<file path="src/rtl/arb_pkg.sv">
// Shared definitions for the round-robin scalar write arbiter: FSM state
// encoding, the widest requester count supported, and the rotate-and-encode
// helper used to pick the next owner.
package arb_pkg;

  localparam int ARB_N_REQ_MAX = 8;
  localparam int ARB_IDX_W     = 3;

  typedef enum logic [1:0] {
    IDLE  = 2'd0,
    GRANT = 2'd1,
    GAP   = 2'd2
  } arb_state_t;

  typedef struct packed {
    logic                 found;
    logic [ARB_IDX_W-1:0] idx;
  } rr_pick_t;

  // First set request bit at or after ptr, wrapping explicitly modulo n so
  // that non-power-of-two requester counts rotate correctly.
  function automatic rr_pick_t rr_pick(input logic [ARB_N_REQ_MAX-1:0] req,
                                       input logic [ARB_IDX_W-1:0]     ptr,
                                       input int                       n);
    rr_pick_t r;
    int       j;
    r = '0;
    for (int i = 0; i < ARB_N_REQ_MAX; i++) begin
      j = (int'(ptr) + i) % n;
      if ((i < n) && !r.found && req[3'(j)]) begin
        r.found = 1'b1;
        r.idx   = ARB_IDX_W'(j);
      end
    end
    return r;
  endfunction

endpackage

</file>
<file path="src/rtl/rr_priority_pick.sv">
// Combinational round-robin picker: rotates the request vector to start at
// the priority pointer and returns the first requester found.
module rr_priority_pick
  import arb_pkg::*;
#(
  parameter int N_REQ = 3,
  parameter int IDX_W = $clog2(N_REQ)
) (
  input  logic [N_REQ-1:0] req,
  input  logic [IDX_W-1:0] ptr,
  output logic [IDX_W-1:0] idx,
  output logic             found
);

  logic [ARB_N_REQ_MAX-1:0] req_ext;
  rr_pick_t                 pick;

  // Widen to the package width, then rotate-and-encode from ptr.
  always_comb begin
    req_ext            = '0;
    req_ext[N_REQ-1:0] = req;
    pick               = rr_pick(req_ext, ARB_IDX_W'(ptr), N_REQ);
    idx                = IDX_W'(pick.idx);
    found              = pick.found;
  end

endmodule

</file>
<file path="src/rtl/rr_scalar_write_arbiter.sv">
// Round-robin arbiter that lets one requester at a time own a shared
// registered output bit. Ownership ends on request drop, release strobe or
// hold-limit expiry, followed by a one-cycle gap before re-arbitration.
module rr_scalar_write_arbiter
  import arb_pkg::*;
#(
  parameter int   N_REQ    = 3,
  parameter int   HOLD_MAX = 4,
  parameter logic Q_RST    = 1'b0
) (
  input  logic             i_clk,
  input  logic             i_arst,
  input  logic             i_srst,
  input  logic [N_REQ-1:0] i_req,
  input  logic [N_REQ-1:0] i_last,
  input  logic [N_REQ-1:0] i_data,
  output logic [N_REQ-1:0] o_gnt,
  output logic             o_busy,
  output logic             o_q,
  output logic             o_timeout
);

  localparam int IW = $clog2(N_REQ);
  localparam int CW = $clog2(HOLD_MAX + 1);

  arb_state_t       state, state_n;
  logic [IW-1:0]    owner, owner_n;
  logic [IW-1:0]    ptr, ptr_n;
  logic [IW-1:0]    pick_idx;
  logic             pick_found;
  logic [CW-1:0]    cnt, cnt_n;
  logic [N_REQ-1:0] gnt, gnt_n;
  logic             busy, busy_n;
  logic             q, q_n;
  logic             timeout, timeout_n;
  logic             end_drop, end_last, end_hold, end_any;

  rr_priority_pick #(
    .N_REQ (N_REQ),
    .IDX_W (IW)
  ) u_pick (
    .req   (i_req),
    .ptr   (ptr),
    .idx   (pick_idx),
    .found (pick_found)
  );

  assign end_drop = ~i_req[owner];
  assign end_last = i_last[owner];
  assign end_hold = (cnt == CW'(HOLD_MAX));
  assign end_any  = end_drop | end_last | end_hold;

  // Next-state and next-output logic; a synchronous clear behaves like reset.
  always_comb begin
    state_n   = state;
    owner_n   = owner;
    ptr_n     = ptr;
    cnt_n     = cnt;
    gnt_n     = gnt;
    busy_n    = busy;
    q_n       = q;
    timeout_n = 1'b0;
    if (i_srst) begin
      state_n = IDLE;
      owner_n = '0;
      ptr_n   = '0;
      cnt_n   = '0;
      gnt_n   = '0;
      busy_n  = 1'b0;
      q_n     = Q_RST;
    end else begin
      case (state)
        IDLE: begin
          if (pick_found) begin
            state_n = GRANT;
            owner_n = pick_idx;
            gnt_n   = N_REQ'(1) << pick_idx;
            busy_n  = 1'b1;
            cnt_n   = CW'(1);
            ptr_n   = (pick_idx == IW'(N_REQ - 1)) ? '0 : pick_idx + IW'(1);
          end
        end
        GRANT: begin
          if (!end_drop) begin
            q_n = i_data[owner];
          end
          if (end_any) begin
            state_n   = GAP;
            gnt_n     = '0;
            busy_n    = 1'b0;
            cnt_n     = '0;
            timeout_n = end_hold & ~end_drop & ~end_last;
          end else begin
            cnt_n = cnt + CW'(1);
          end
        end
        GAP: begin
          state_n = IDLE;
          gnt_n   = '0;
          busy_n  = 1'b0;
        end
        default: begin
          state_n = IDLE;
          gnt_n   = '0;
          busy_n  = 1'b0;
        end
      endcase
    end
  end

  // State and output registers, cleared asynchronously.
  always_ff @(posedge i_clk or posedge i_arst) begin
    if (i_arst) begin
      state   <= IDLE;
      owner   <= '0;
      ptr     <= '0;
      cnt     <= '0;
      gnt     <= '0;
      busy    <= 1'b0;
      q       <= Q_RST;
      timeout <= 1'b0;
    end else begin
      state   <= state_n;
      owner   <= owner_n;
      ptr     <= ptr_n;
      cnt     <= cnt_n;
      gnt     <= gnt_n;
      busy    <= busy_n;
      q       <= q_n;
      timeout <= timeout_n;
    end
  end

  assign o_gnt     = gnt;
  assign o_busy    = busy;
  assign o_q       = q;
  assign o_timeout = timeout;

  a_gnt_onehot0 : assert property (@(posedge i_clk) disable iff (i_arst) $onehot0(gnt));

endmodule

</file>
<file path="config.mk">
export PLATFORM = sky130hd
export DESIGN_NAME = rr_scalar_write_arbiter
export DESIGN_NICKNAME = d
export VERILOG_FILES = /design/src/rtl/arb_pkg.sv /design/src/rtl/rr_priority_pick.sv /design/src/rtl/rr_scalar_write_arbiter.sv
export SDC_FILE = /design/constraint.sdc
export NUM_CORES = 1
export LEC_CHECK = 0
export ABC_AREA = 1
export CAP_MARGIN = 10
export CORE_ASPECT_RATIO = 1.1
export CORE_MARGIN = 2
export CORE_UTILIZATION = 53
export DETAILED_ROUTE_END_ITERATION = 10
export GPL_TIMING_DRIVEN = 0
export PLACE_DENSITY = 0.79
export SKIP_LAST_GASP = 1
export SLEW_MARGIN = 5
export SYNTH_ARGS = -nofsm -noshare
export SYNTH_HDL_FRONTEND = slang
export SYNTH_SLANG_ARGS = --single-unit
</file>
<file path="constraint.sdc">
create_clock -name i_clk -period 2.5 [get_ports i_clk]
set_input_delay 0.5 -clock i_clk [delete_from_list [all_inputs] [get_ports i_clk]]
set_output_delay 0.5 -clock i_clk [all_outputs]
set_load 0.01 [all_outputs]
</file>
==> results of run 1 <==
logic make-up (layout without fill, tap and decap cells):
kind of cell	Yosys count	in the layout	synth area share (%)
adders and majority gates	10	10	10.94
xor gates and xnor gates	1	1	0.7660
AOI/OAI and AO/OA	16	16	9.738
buffers and inverters	22	43	7.221
DFF	15	15	32.82
and+or+nand+nor	92	92	38.51
stage by stage:
step | worst slack, ns | total power [W] | hold slack (ns) | area (um2) | util (%)
global route | 0.3010 | 0.001350 | 0.5294 | 1376 | 68.11
finish | 0.4981 | 0.001234 | 0.4837 | 1376 | 68.11
global placement | 0.4666 | 0.001068 | 0.4584 | 1349 | 66.75
detailed placement | 0.4347 | 0.001089 | 0.4625 | 1349 | 66.75
floorplan | 0.7566 | 0.0008936 | 0.4015 | 1144 | -
CTS | 0.5064 | 0.001234 | 0.4872 | 1376 | 68.11
area by class of cell:
cell class,count,area [um2],share of cell area [%]
timing repair buffer,17,170.2,12.36
sequential,15,375.4,27.27
tap,28,35.03,2.545
multi-input combinational,119,685.7,49.82
inverter,22,82.58,6.000
clock inverter,1,5.005,0.3636
clock buffer,3,22.52,1.636
worst reg2reg max path, delay by kind of cell, from the launching register on:
family | cells | cell delay, ns
AO/OA/AOI/OAI | 1 | 0.14
adder cells (fa/ha/maj) | 2 | 0.52
buffers and inverters | 1 | 0.12
flip-flops | 1 | 0.43
AND/OR/NAND/NOR | 6 | 0.74
sequential cells by signal, summed over array words and instances (netlist names):
signal / flops
cnt: 3
o_busy: 1
o_gnt: 3
o_q: 1
o_timeout: 1
owner: 2
ptr: 2
state: 2
worst max-delay path by stage:
stage / startpoint / to / slack, ns / depth (start not counted)
global route: ptr[0] / cnt[0] / 0.30 / 8
CTS: ptr[0] / o_gnt[0] / 0.51 / 10
floorplan: ptr[0] / o_gnt[2] / 0.76 / 11
global placement: i_req[2] / o_gnt[0] / 0.47 / 9
detailed placement: i_req[2] / o_gnt[0] / 0.43 / 9
finish: ptr[0] / ptr[0] / 0.50 / 10
placed cells by master (no fill, tap or decap):
cell type / n
a21oi_1: 2
a21oi_2: 1
a21oi_4: 1
a311oi_1: 1
clkbuf_4: 3
clkdlybuf4s50_1: 17
clkinv_1: 1
clkinv_2: 1
dfrtp_1: 15
ha_1: 10
inv_1: 16
inv_2: 5
nand2_1: 48
nand2_2: 9
nand2_4: 1
nand3_1: 11
nand3_2: 5
nand4_1: 2
nor2_1: 11
nor2_2: 3
nor3_1: 1
nor3_2: 1
o21a_1: 1
o21ai_0: 5
o21ai_1: 1
o21ai_2: 2
o22ai_1: 2
xor2_1: 1
power groups by stage:
stage	Combinational [W]	Sequential, W	Clock (W)
after floorplan	0.000515	0.000378	0
after global placement	0.000698	0.000370	0
after detailed placement	0.000716	0.000374	0
after CTS	0.000722	0.000370	0.000142
after global routing	0.000814	0.000379	0.000156
final	0.000722	0.000370	0.000142
routing by layer:
layer  wire, um  vias up  share of wire [%]  global-route usage (%)
li1           -      541                  -                       -
met1       1064      484                 45                   28.85
met4         25        0                1.1                   6.757
met2       1132       42                 48                   38.38
met5          0        -                  0                       0
met3        135        4                5.7                   3.103
==> results by group, run 1 <==
Setup path
  • Worst reg2reg path depth: 10
  • Critical path startpoint category: flop
  • CP max FO: 5
  • Largest stage delay, worst path: between 0.4 and 0.5 ns
  • Cell Chain, Critical Path: inv_1, ha_1, ha_1, a21oi_1, nand3_2, nand3_2, nor2_1, nor2_2, nand3_1, nand2_1
  • Reg2reg start: ptr[0]
  • Crit end category: flop
  • Flop2flop setup slack: 0.50 ns
  • WP data required: 2.73 ns
  • Worst Path Buf+Inv: 1
  • Arrival time at the worst endpoint: 2.23 ns
  • FF-to-FF End: ptr[0]
  • WS Path Type: flop to flop
  • Kind of cell adding the most delay to the critical path: simple AND/OR/NAND/NOR gates
  • Critical-path top delay cell: dfrtp_1

Floorplan
  • Die Area: 2546 um2
  • Die Y: between 50 and 60 um
  • Die W: 48.29 um
  • Initial core utilization: 56.59%
  • Core ar.: 2021 um2
  • Placement row count: 17
  • Num ports: 18

Synthesis
  • Syn Std Cell Area: 1144 um2
  • Synth cell count leaders: 48 x nand2_1, 16 x inv_1, 15 x dfrtp_1
  • Synth top area cells: dfrtp_1 33%, nand2_1 16%, ha_1 11%, inv_1 5.3%, nand2_2 4.9%
  • #FFs+latches synth: 15
  • Top-count cell post-synth: nand2_1
  • Synth unique cells: 25
  • Avg Cell Area, Syn: 7.331 um2
  • Top_reg_cell synth: dfrtp_1
  • Post-synth ARST share: 100.0%
  • Post-synthesis sequential area ratio: 32.82%
  • Synth Warn #: 0
  • Number of synthesized flops with an enable pin: 0
  • Net count after synthesis: 178
  • Post-Syn Instances: 156
  • Area leader, netlist: dfrtp_1
  • Synth top area share: 32.82%

CTS
  • Setup bufs post-CTS: 0
  • Cts hold-fix bufs: 0
  • Clock Latency Late Sink: 0.29 ns
  • PostCTS Resize Cnt: 0
  • TritonCTS clock tree: done
  • CTS root buf: clkbuf_4
  • Clock Path Buffers: 2
  • Clock sinks: 15
  • Clock H-tree levels: 1
  • Clock slew at reported path FFs: 0.09 ns
  • TritonCTS buffer count: 3

Power and ir drop
  • Switching Fraction: 47.96%
  • Gate power share: roughly three fifths
  • Leakage Power: 0.7101 nW
  • Clk pwr share: 11.5%
  • Internal: approximately 0.00064 W
  • Cell Pwr Density: 896.7 nW/um2
  • Max IR drop VDD: 0.0006216 V
  • Sw power: 0.0005919 W
  • Reg power frac: around 30%

Layout
  • Layout cells sized above 1: a little under a fifth
  • Final net count: 200
  • Non-Filler Instances: 205
  • Filler cells: 174
  • N_diodes: 0
  • Layout area overhead: 20.35%

Timing
  • Pins Over Slew Limit: 0
  • Max Freq: between 0.4 and 0.5 GHz
  • Tcrit/Tclk final: 80.08%
  • Setup violators final: 0
  • Clock period minus final worst setup slack: 2.002 ns
  • Worst slew pin tran: 0.5551 ns
  • Final hold viol count: 0
  • TNS Setup: 0 ns
  • Slew headroom: 62.95%
  • Worst clock skew: about 0.0035 ns
  • RSZ-0062 raised after global routing: no

Outcome
  • Status: finished clean

Min path
  • Hold EP: o_busy
  • Hold/Removal Path Class: flop to flop
  • HP Start: o_busy
  • Cell count of the worst hold path: 2

Global routing
  • Global-route wire length before repair: 4160 um
  • Total GRT Usage: 22.71%
  • Antenna violations before repair: 0
  • Largest net degree at the start of global routing: 16
  • Vias in the first global route: 1,033
  • Grt total ovfl: 0

Placed design
  • # placed instances: 201
  • IO Port Bufs: 17
  • Dpl hpwl: 1865 um
  • GP Congestion: 0.7994

Routing
  • DRT iter0 DRCs: 25
  • Routed wire length: between 2000 and 2500 um
  • WL per Instance: 11.50 um
  • DR vias/cell: 5.224
  • Vias: 1,071
  • First-pass iteration count of the detailed router: 5
  • ANT nets after route: 0
  • DR DRC count: 0

Run
  • Max cap viols: 0
Note: power is estimated with default switching activity, not from simulation.
==> run 2: changes to the inputs <==
Clock period 2.5 ns to 2 ns, I/O delays scaled along.
==> results by group, run 2 (same netlist as run 1, synthesis figures left out) <==
Routing
  • WL met1: 1084 um (+1.9%)
  • Routed wire length: 2456 um (+4.2%)
  • DR vias/cell: 5.292 (+1.3%)
  • WL per Instance: 11.75 um (+2.2%)
  • Highest routed layer: met4
  • DR DRC count: 0 (unchanged)
  • Met2 routed wirelength: 1192 um (+5.3%)
  • Vias: 1,106 (+3.3%)
  • DRT iter0 DRCs: 40 (+60%)
  • First-pass iteration count of the detailed router: 4 (-1)
  • ANT nets after route: 0 (unchanged)
  • Routed wl met3: 125 um (-7.4%)

Global routing
  • Antenna violations before repair: 0 (unchanged)
  • Vias in the first global route: 1,033 (unchanged)
  • Total GRT Usage: 22.71% (unchanged)
  • Largest net degree at the start of global routing: 16 (unchanged)
  • Grt total ovfl: 0 (unchanged)
  • Global-route wire length before repair: 4160 um (unchanged)

CTS
  • TritonCTS clock tree: done
  • Clock H-tree levels: 1 (unchanged)
  • Clock Path Buffers: 2 (unchanged)
  • Clock Latency Late Sink: 0.29 ns (about the same)
  • Cts hold-fix bufs: 0 (unchanged)
  • TritonCTS buffer count: 3 (unchanged)
  • CTS root buf: clkbuf_4
  • Clock sinks: 15 (unchanged)
  • Clock slew at reported path FFs: 0.10 ns (about the same)

Timing
  • Slew headroom: 62.97% (about the same)
  • Setup violators final: 0 (unchanged)
  • Slack of the critical path: 0.08712 ns (-0.4110 ns)
  • Clock period minus final worst setup slack: 1.913 ns (-0.08900 ns)
  • Worst slew pin tran: 0.5549 ns (-0.0002030 ns)
  • Tcrit/Tclk final: 95.64% (+16 points)
  • Pins Over Slew Limit: 0 (unchanged)
  • Final hold viol count: 0 (unchanged)
  • Max Freq: 0.5228 GHz (+4.7%)
  • Worst clock skew: 0.005271 ns (+0.001732 ns)
  • TNS Setup: 0 ns (unchanged)

Setup path
  • WS Path Type: flop to flop
  • Worst reg2reg path depth: 10 (unchanged)
  • Crit end category: flop
  • Crit path capture: ptr[0]
  • Arrival time at the worst endpoint: 2.14 ns (-0.09 ns)
  • FF-to-FF End: ptr[0]
  • Critical path startpoint category: flop
  • CP max FO: 5 (unchanged)
  • Reg2reg start: ptr[0]
  • Flop2flop setup slack: 0.09 ns (-0.41 ns)
  • Critical Path Source: ptr[0]
  • WP data required: 2.23 ns (-0.50 ns)

Floorplan
  • Initial core utilization: 56.59% (unchanged)
  • Placement row count: 17 (unchanged)
  • Core ar.: 2021 um2 (unchanged)
  • Die Y: 52.72 um (unchanged)
  • Die W: 48.29 um (unchanged)
  • Die Area: 2546 um2 (unchanged)
  • Num ports: 18 (unchanged)

Power and ir drop
  • Clk pwr share: 10.8% (-0.7 points)
  • Max IR drop VDD: 0.0008355 V (+34%)
  • Gate power share: 61.0% (+2.5 points)
  • Leakage Power: 0.7310 nW (+2.9%)
  • Reg power frac: 28.2% (-1.8 points)
  • Internal: 0.0008559 W (+33%)
  • Cell Pwr Density: 1132 nW/um2 (+26%)
  • Sw power: 0.0007845 W (+33%)
  • Switching Fraction: 47.82% (-0.14 points)

Layout
  • Layout area overhead: 26.70%
  • Layout cells sized above 1: 23.20% (+5.1 points)
  • Commonest non-fill, non-tap cell in the layout: nand2_1
  • Most frequent cells in the layout: 48 x nand2_1, 17 x clkdlybuf4s50_1, 15 x inv_1, 14 x dfrtp_1
  • Final net count: 204 (+2.0%)
  • N_diodes: 0 (unchanged)
  • Filler cells: 163 (-6.3%)
  • Design area: 1449 um2 (+5.3%)

Placed design
  • GP Congestion: 0.7994 (unchanged)
  • Setup WS pre-CTS: 0.02524 ns (-0.4095 ns)
  • IO Port Bufs: 17 (unchanged)
  • Post-placement cell area: 1349 um2 (unchanged)
  • Dpl hpwl: 1865 um (unchanged)

Min path
  • Hold/Removal Path Class: primary input to asynchronous set/reset pin

Outcome
  • Status: finished clean

Run
  • Max cap viols: 0 (unchanged)
## run 2: cell count changes in the layout (fill, tap and decap cells not counted), sizes merged
cell,before,now
buf,0,4
## run 2: worst min-delay path by stage
stage	slack [ns]	cells past startpoint	end	from
finish	0.45	2	o_gnt[0]	i_arst
global route	0.53	2	o_gnt[0]	i_arst
CTS	0.47	2	o_gnt[0]	i_arst
detailed placement	0.46	2	o_busy	o_busy
global placement	0.46	2	o_busy	o_busy
floorplan	0.30	1	cnt[0]	i_arst
## run 2: what timing repair did
| item | CTS | global route |
|---|---|---|
| gates resized for setup | 0 | 11 |
| setup buffers | 0 | 4 |
| endpoints found under the setup margin | 0 | 12 |
## run 2: layout make-up
class	count	area (um2)	area share, %
Tap cell	28	35.03	2.418
Inverter	22	82.58	5.699
Clock inverter	1	5.005	0.3454
Multi-Input combinational cell	119	726.9	50.17
Timing Repair Buffer	21	200.2	13.82
Sequential cell	15	376.6	25.99
Clock buffer	3	22.52	1.554
## run 2: through the flow
step	util, %	instances	hold slack (ns)	power (W)
finish	71.70	209	0.4474	0.001640
global placement	66.75	201	0.4584	0.001335
global route	71.70	209	0.5294	0.001788
CTS	68.11	205	0.4726	0.001543
floorplan	-	156	0.3015	0.001117
detailed placement	66.75	201	0.4625	0.001361
## run 2: critical path, stage by stage (launching register included)
cell,delay (ns)
dfrtp_1,0.44
inv_2,0.10
ha_2,0.24
ha_1,0.22
a21oi_2,0.15
nand3_4,0.15
nand3_2,0.12
nor2_1,0.06
nor2_2,0.15
nand3_1,0.13
nand2_1,0.08
## run 2: layer usage
metal / vias to the layer above / GRT usage, %
li1: 549 / -
met1: 503 / 28.85
met2: 47 / 38.38
met3: 7 / 3.103
met4: 0 / 6.757
met5: - / 0
## run 2: power groups by stage
stage / logic (W) / clock network [W] / registers, W
after global routing: 0.00112 / 0.000196 / 0.000474
after CTS: 0.000903 / 0.000178 / 0.000462
after global placement: 0.000873 / 0 / 0.000462
final: 0.00100 / 0.000177 / 0.000462
after detailed placement: 0.000894 / 0 / 0.000467
after floorplan: 0.000644 / 0 / 0.000473
==> run 3: changes to the inputs <==
Settings changed: HOLD_SLACK_MARGIN from default to 0.08.
==> results of run 3 <==
Same layout as run 2: the final DEF is identical, and so are final timing and power.
